$ cat src/rtl/onehot_req_scheduler.sv
// Round-robin scheduler turning edge-detected request events into a registered one-hot grant with ack/timeout.
// Define ONEHOT_REQ_SYNC_EN to pass req through a two-flop synchronizer before edge detection.
module onehot_req_scheduler #(
  parameter int TMO = 8
) (
  input  logic       clk,
  input  logic       rst_n,
  input  logic [3:0] req,
  input  logic       ack,
  output logic       I0,
  output logic       I1,
  output logic       I2,
  output logic       I3,
  output logic       valid,
  output logic [3:0] pending,
  output logic       tmo_err
);

  localparam logic [1:0] IDLE  = 2'd0;
  localparam logic [1:0] GRANT = 2'd1;
  localparam logic [1:0] GAP   = 2'd2;

  localparam logic [3:0] TMO_LAST = 4'(TMO - 1);

  logic [3:0] req_s;
  logic [3:0] req_q;
  logic [3:0] rise;

`ifdef ONEHOT_REQ_SYNC_EN
  logic [3:0] sync1;
  logic [3:0] sync2;

  always_ff @(posedge clk or negedge rst_n) begin
    if (!rst_n) begin
      sync1 <= '0;
      sync2 <= '0;
    end else begin
      sync1 <= req;
      sync2 <= sync1;
    end
  end

  assign req_s = sync2;
`else
  assign req_s = req;
`endif

  assign rise = req_s & ~req_q;

  logic [1:0] state;
  logic [1:0] ptr;
  logic [1:0] gsel;
  logic [1:0] pick;
  logic       pick_any;
  logic [3:0] grant;
  logic [3:0] cnt;
  logic [3:0] clr;

  // Search ptr+1, ptr+2, ... wrapping mod 4; the fourth probe lands back on ptr itself.
  // NOTE: pick/pick_any get defaults before the loop so no path leaves them unassigned (no latch).
  always_comb begin
    pick     = ptr;
    pick_any = 1'b0;
    for (int i = 1; i <= 4; i++) begin
      if (!pick_any && pending[ptr + 2'(i)]) begin
        pick     = ptr + 2'(i);
        pick_any = 1'b1;
      end
    end
  end

  assign clr = (state == GRANT && ack) ? grant : 4'b0000;

  // NOTE: every register here uses <= so all of them see the pre-edge values of each other.
  always_ff @(posedge clk or negedge rst_n) begin
    if (!rst_n) begin
      state   <= IDLE;
      ptr     <= 2'd3;
      gsel    <= 2'd0;
      grant   <= 4'b0000;
      valid   <= 1'b0;
      cnt     <= 4'd0;
      tmo_err <= 1'b0;
      pending <= 4'b0000;
      req_q   <= 4'b0000;
    end else begin
      req_q   <= req_s;
      tmo_err <= 1'b0;
      // A rise on the channel being acked in this cycle survives the clear.
      pending <= (pending & ~clr) | rise;
      case (state)
        IDLE: begin
          if (pick_any) begin
            state <= GRANT;
            gsel  <= pick;
            grant <= 4'b0001 << pick;
            valid <= 1'b1;
            cnt   <= 4'd0;
          end
        end
        GRANT: begin
          if (ack || cnt == TMO_LAST) begin
            state   <= GAP;
            ptr     <= gsel;
            grant   <= 4'b0000;
            valid   <= 1'b0;
            tmo_err <= !ack;
          end else begin
            cnt <= cnt + 4'd1;
          end
        end
        GAP: begin
          state <= IDLE;
        end
        default: begin
          state <= IDLE;
        end
      endcase
    end
  end

  assign I0 = grant[0];
  assign I1 = grant[1];
  assign I2 = grant[2];
  assign I3 = grant[3];

endmodule
$ cat config.mk
export PLATFORM = sky130hd
export DESIGN_NAME = onehot_req_scheduler
export DESIGN_NICKNAME = d
export VERILOG_FILES = /design/src/rtl/onehot_req_scheduler.sv
export SDC_FILE = /design/constraint.sdc
export NUM_CORES = 1
export LEC_CHECK = 0
export CORE_MARGIN = 1.5
export CORE_UTILIZATION = 49
export CTS_BUF_LIST = sky130_fd_sc_hd__clkbuf_8
export DETAILED_ROUTE_END_ITERATION = 12
export PLACE_DENSITY = 0.85
export SYNTH_ARGS = -nofsm -noshare
export SYNTH_HDL_FRONTEND = slang
export SYNTH_SLANG_ARGS = --single-unit
$ cat constraint.sdc
create_clock -name clk -period 1.5 [get_ports clk]
set_clock_uncertainty 0.15 [all_clocks]
set_input_delay 0.45 -clock clk [delete_from_list [all_inputs] [get_ports clk]]
set_output_delay 0.45 -clock clk [all_outputs]
set_load 0.05 [all_outputs]
; Yosys cells after proc, flatten, opt, wreduce, memory -nomap -nowiden
; Index checks and enable logic that the tools add are counted.
[word_totals]
input_bits = 7
wordCells = 75
reg_bits = 24
output_inout_bits = 10
[classes]
n_mux = 31
n_addsub = 4
bitwise = 5
n_reduce_logical = 16
eq_ne = 5
n_lt_le_gt_ge = 4
shifts = 1
[op_table]
columns = cell, count
row1 = $mux W4, 5
row2 = $pmux W4 S2, 2
row3 = $lt A2 B3 Y1 const B, 4
row4 = $mux W1, 12
row5 = $mux W2, 6
row6 = $and A4 B4 Y4, 2
row7 = $bmux W1 S2, 4
row8 = $not A4 Y4, 2
row9 = $reduce_and A2 Y1, 3
row10 = $reduce_and A3 Y1, 2
row11 = $add A2 B2 Y2 const B, 2
row12 = $add A4 B1 Y4 const B, 1
row13 = $eq A4 B3 Y1 const B, 1
row14 = $logic_and A1 B1 Y1, 4
row15 = $logic_not A1 Y1, 4
row16 = $ne A2 B2 Y1 const B, 2
row17 = $or A4 B4 Y4, 1
row18 = $pmux W2 S2, 1
row19 = $shl A1 B2 Y4 const A, 1
row20 = $add A2 B1 Y2 const B, 1
row21 = $eq A2 B1 Y1 const B, 1
row22 = $logic_not A2 Y1, 1
row23 = $ne A2 B1 Y1 const B, 1
row24 = $pmux W1 S2, 1
row25 = 2 further kinds, 2

; Logic depth before layout (Yosys ltp)
[depth]
word_depth = 16
ltp_mapped = 5
ltp_nobuf = 5

; Worst setup path before layout
; Ideal clock, no wire load.
[synth_path]
path_kind = reg2reg
start = reg pending[2]
end = reg grant[1]
period_less_slack_ns = 1.793
setup_time_ns = 0.095
required_ns = 1.255
slack_ns = -0.293
stages_incl_launch_ff = 5
n_path_buf = 0
t_arrival_ns = 1.547
cell_sequence = dfrtp_1 nor4_4 or3_1 a211o_1 o31ai_1
[synth_via]
elab_chain_len = 15
word_cells_on_any_way = 27
classes_between = 1 x eq/ne / 1 x shift / 18 x mux / 7 x reduce/logical
[synth_lines]
columns = element, line
row1 = start: declaration, 15  ; output logic [3:0] pending,
row2 = start signal: assignment, 90  ; pending <= (pending & ~clr) | rise;
row3 = $bmux W1 S2, 65  ; if (!pick_any && pending[ptr + 2'(i)]) begin
row4 = $mux W1 (not written as such), 65
row5 = $mux W1, 65
row6 = $logic_not A1 Y1, 65
row7 = $logic_and A1 B1 Y1, 65
row8 = $mux W1, 65
row9 = $logic_not A1 Y1, 65
row10 = $logic_and A1 B1 Y1, 65
row11 = $mux W1, 65
row12 = $logic_not A1 Y1, 65
row13 = $logic_and A1 B1 Y1, 65
row14 = $mux W2, 65
row15 = $shl A1 B2 Y4, 96  ; grant <= 4'b0001 << pick;
row16 = $mux W4, 93  ; if (pick_any) begin
row17 = $pmux W4 S2, 91  ; case (state)
row18 = end signal: assignment, 96
row19 = end: declaration, 55  ; logic [3:0] grant;
; Several ways; a longest one is shown, not always the timed one. The select of a mux whose other input is x is not followed.
; A chain may end at the register's enable or synchronous reset.

; Worst setup path in the final report
[layout_path]
start = reg cnt[0]
end = reg cnt[3]
[layout_via]
elab_chain_len = 4
word_cells_on_any_way = 7
classes_between = 1 x add/sub / 2 x eq/ne / 2 x mux / 2 x reduce/logical
[layout_lines]
columns = element, line
row1 = start: declaration, 56  ; logic [3:0] cnt;
row2 = start signal: assignment, 109  ; cnt <= cnt + 4'd1;
row3 = "parallel branches: the longest is 4 deep, another holds $add A4 B1 Y4", --
; Several ways; the timed one is not identified. The select of a mux whose other input is x is not followed.

==> results.ini <==
[die]
pin_count = 17
coreArea_um2 = 2020
rows = 16
die_width_um = 50.1
start_util_pct = 53.7
die_h_um = 50.1
die_area_um2 = 2510

[clocking]
numCtsBuffers = 3
clk_latency_ns = 0.28
htreeDepth = 1
root_buffer = clkbuf_8
clk_pin_slew_worst_paths_ns = 0.09
cts_hold_buf = 0
cts_sinks = 24
clk_path_buf_depth = 2
cts_tree = built

[critical_path]
critPathMaxFanout = 6
critical_path_class = reg -> reg
critPathRequiredTime_ns = 1.52
end_kind = register
cp.arrival_ns = 1.76
start_kind = register

[synth]
synthTopCellsByCount = dfrtp_1 (22), o21ai_1 (10), inv_1 (9)
synth.cell_area_um2 = 1090
synth_fp_nets = 105
avgSynthCellArea_um2 = 11.2
yosysTopAreaCell = dfrtp_1
synth.most_common_cell = dfrtp_1
async_flop_share_pct = 100
synth_top_area_share_pct = 50.7
syn-instance-count = 97
synth_area_leaders = dfrtp_1 (51%), dfstp_2 (4.8%), o21ai_1 (4.6%), inv_1 (3.1%), mux2i_1 (2.8%)
yosys_warnings = 0
yosysSeqAreaShare_pct = 55.5
ys_seq_elements = 24
ys_types = 35
synth-edff-count = 0
synth_ff_type = dfrtp_1

[route]
vias = 1087
drc_errors = 0
dr.pass1.iters = 4
vias_per_cell = 6.21
drtIter0Drc = 49
wire_per_inst_um = 24.0
final_antenna_net_count = 0
finalWirelength_um = 4200

[timing]
drv_slew = 0
slew_headroom_pct = 77.6
timing.final.crit_share_pct = 116
worstMarginPinSlew_ns = 0.336
hold-worst-slack_ns = 0.267
min_period_ns = 1.74
finalHoldViolCount = 0
setup_tns_ns = -2.38
rsz0062_at_grt = true
clock.fmax_mhz = 575
report.final.setup_viol = 19
fin_ws_ns = -0.238

[power_and_ir_drop]
p_per_area_nw_per_um2 = 1970
total_power_w = 0.00371
leakagePower_nw = 0.849
peakVddDrop_uv = 1620

[finish]
final_util_pct = 93.1
fin_nets = 157
drive_gt1_share_pct = 56.1
syn2layout_area_growth_pct = 73.4
final_area_um2 = 1880
diodes = 0

[global_route]
grt_pass1_vias = 1101
grt_pass1_wl_um = 5600
grt_max_degree = 25
track_usage_pct = 31.4
grt_remaining_overflow = 0
antenna_found_initial = 0

[run_status]
status = finished with violations
violations = setup timing

[placement]
port_buffers = 16
place.gp.congestion = 0.815
place_hpwl_um = 1890
dpl_cell_area_um2 = 1550

[run]
maxCapViolCount = 0

[worst_hold_path]
min_path_type = reg -> reg

## layout by cell type, fill, tap and decap left out, drive strengths merged, types with 2 or more instances in the layout
| cell | Yosys | routed |
|---|---|---|
| buf | 0 | 41 |
| dfrtp | 22 | 22 |
| o21ai | 11 | 11 |
| inv | 10 | 10 |
| nand2 | 8 | 8 |
| clkdlybuf4s50 | 0 | 5 |
| nand3 | 4 | 4 |
| nor3 | 4 | 4 |
| nand2b | 3 | 3 |
| a21o | 3 | 3 |
| clkbuf | 0 | 3 |
| mux2i | 3 | 3 |
| and2 | 2 | 2 |
| o32ai | 2 | 2 |
| mux2 | 2 | 2 |
| dfstp | 2 | 2 |
| and3b | 2 | 2 |
| a21oi | 2 | 2 |
| o31ai | 2 | 2 |
## routing by layer
metal | up-vias | part of all wire (%) | global-route usage [%]
met5 | - | 0 | 0
met3 | 23 | 9.0 | 6.97
li1 | 450 | - | -
met2 | 77 | 48 | 56.1
met1 | 537 | 38 | 35.3
met4 | 0 | 4.6 | 13.4
## state kept, by name (all words and copies together), names as in the netlist, 2 cells and up
register,flops
cnt,4
grant,4
pending,4
req_q,4
gsel,2
ptr,2
state,2
## where the power goes
part / total (W) / switching [W] / internal (W)
clock network: 0.000573 / 0.000216 / 0.000357
logic: 0.00201 / 0.00102 / 0.000988
registers: 0.00112 / 0.000256 / 0.000867
total: 0.00371 / 0.00149 / 0.00221
## cell families (layout without fill, tap and decap cells)
logic type      after synthesis  in the layout  share of synthesized area, %
simple gates                 29             29                          16.6
compound gates               28             28                          18.4
flops                        24             24                          55.5
buf+inv                      10             61                          3.46
mux                           5              5                          4.84
fa+ha+maj                     1              1                          1.15
## layout make-up
type | count | area [um2]
fill | 58 | 139
clock inverter | 1 | 30.0
sequential | 24 | 611
inverter | 10 | 37.5
tap | 27 | 33.8
multi-input combinational | 63 | 581
timing repair buffer | 47 | 549
clock buffer | 3 | 41.3
## per-stage QoR
stage / instances / setup slack (ns)
2_1_floorplan: 97 / -0.156
3_3_place_gp: 158 / -0.372
3_5_place_dp: 158 / -0.493
4_1_cts: 169 / -0.107
5_1_grt: 175 / -0.316
6_report: 175 / -0.238
## critical path, stage by stage (launching register included)
cell and delay (ns):
dfrtp_1 0.38, ha_2 0.21, buf_4 0.13, nand4b_1 0.17, nand2_2 0.24, nor3_4 0.08
a221oi_2 0.29
## repair_timing
action | in CTS | in global routing
pin swaps | 10 | 11
endpoints found under the setup margin | 17 | 22
resized for setup | 20 | 20
buffers inserted | 7 | 7
## path summary, 6_finish.rpt
path / startpoint / endpoint / slack, ns / cells past startpoint
max in group asynchronous: rst_n / ptr[0] / 0.59 / 2
min in group asynchronous: rst_n / pending[3] / 0.37 / 2
hold reg to reg: req_q[2] / pending[2] / 0.27 / 1
setup / recovery: cnt[0] / cnt[3] / -0.24 / 6
setup reg to reg: cnt[0] / cnt[3] / -0.24 / 6
hold / removal: req_q[2] / pending[2] / 0.27 / 1
(Power assumes the default switching activity.)
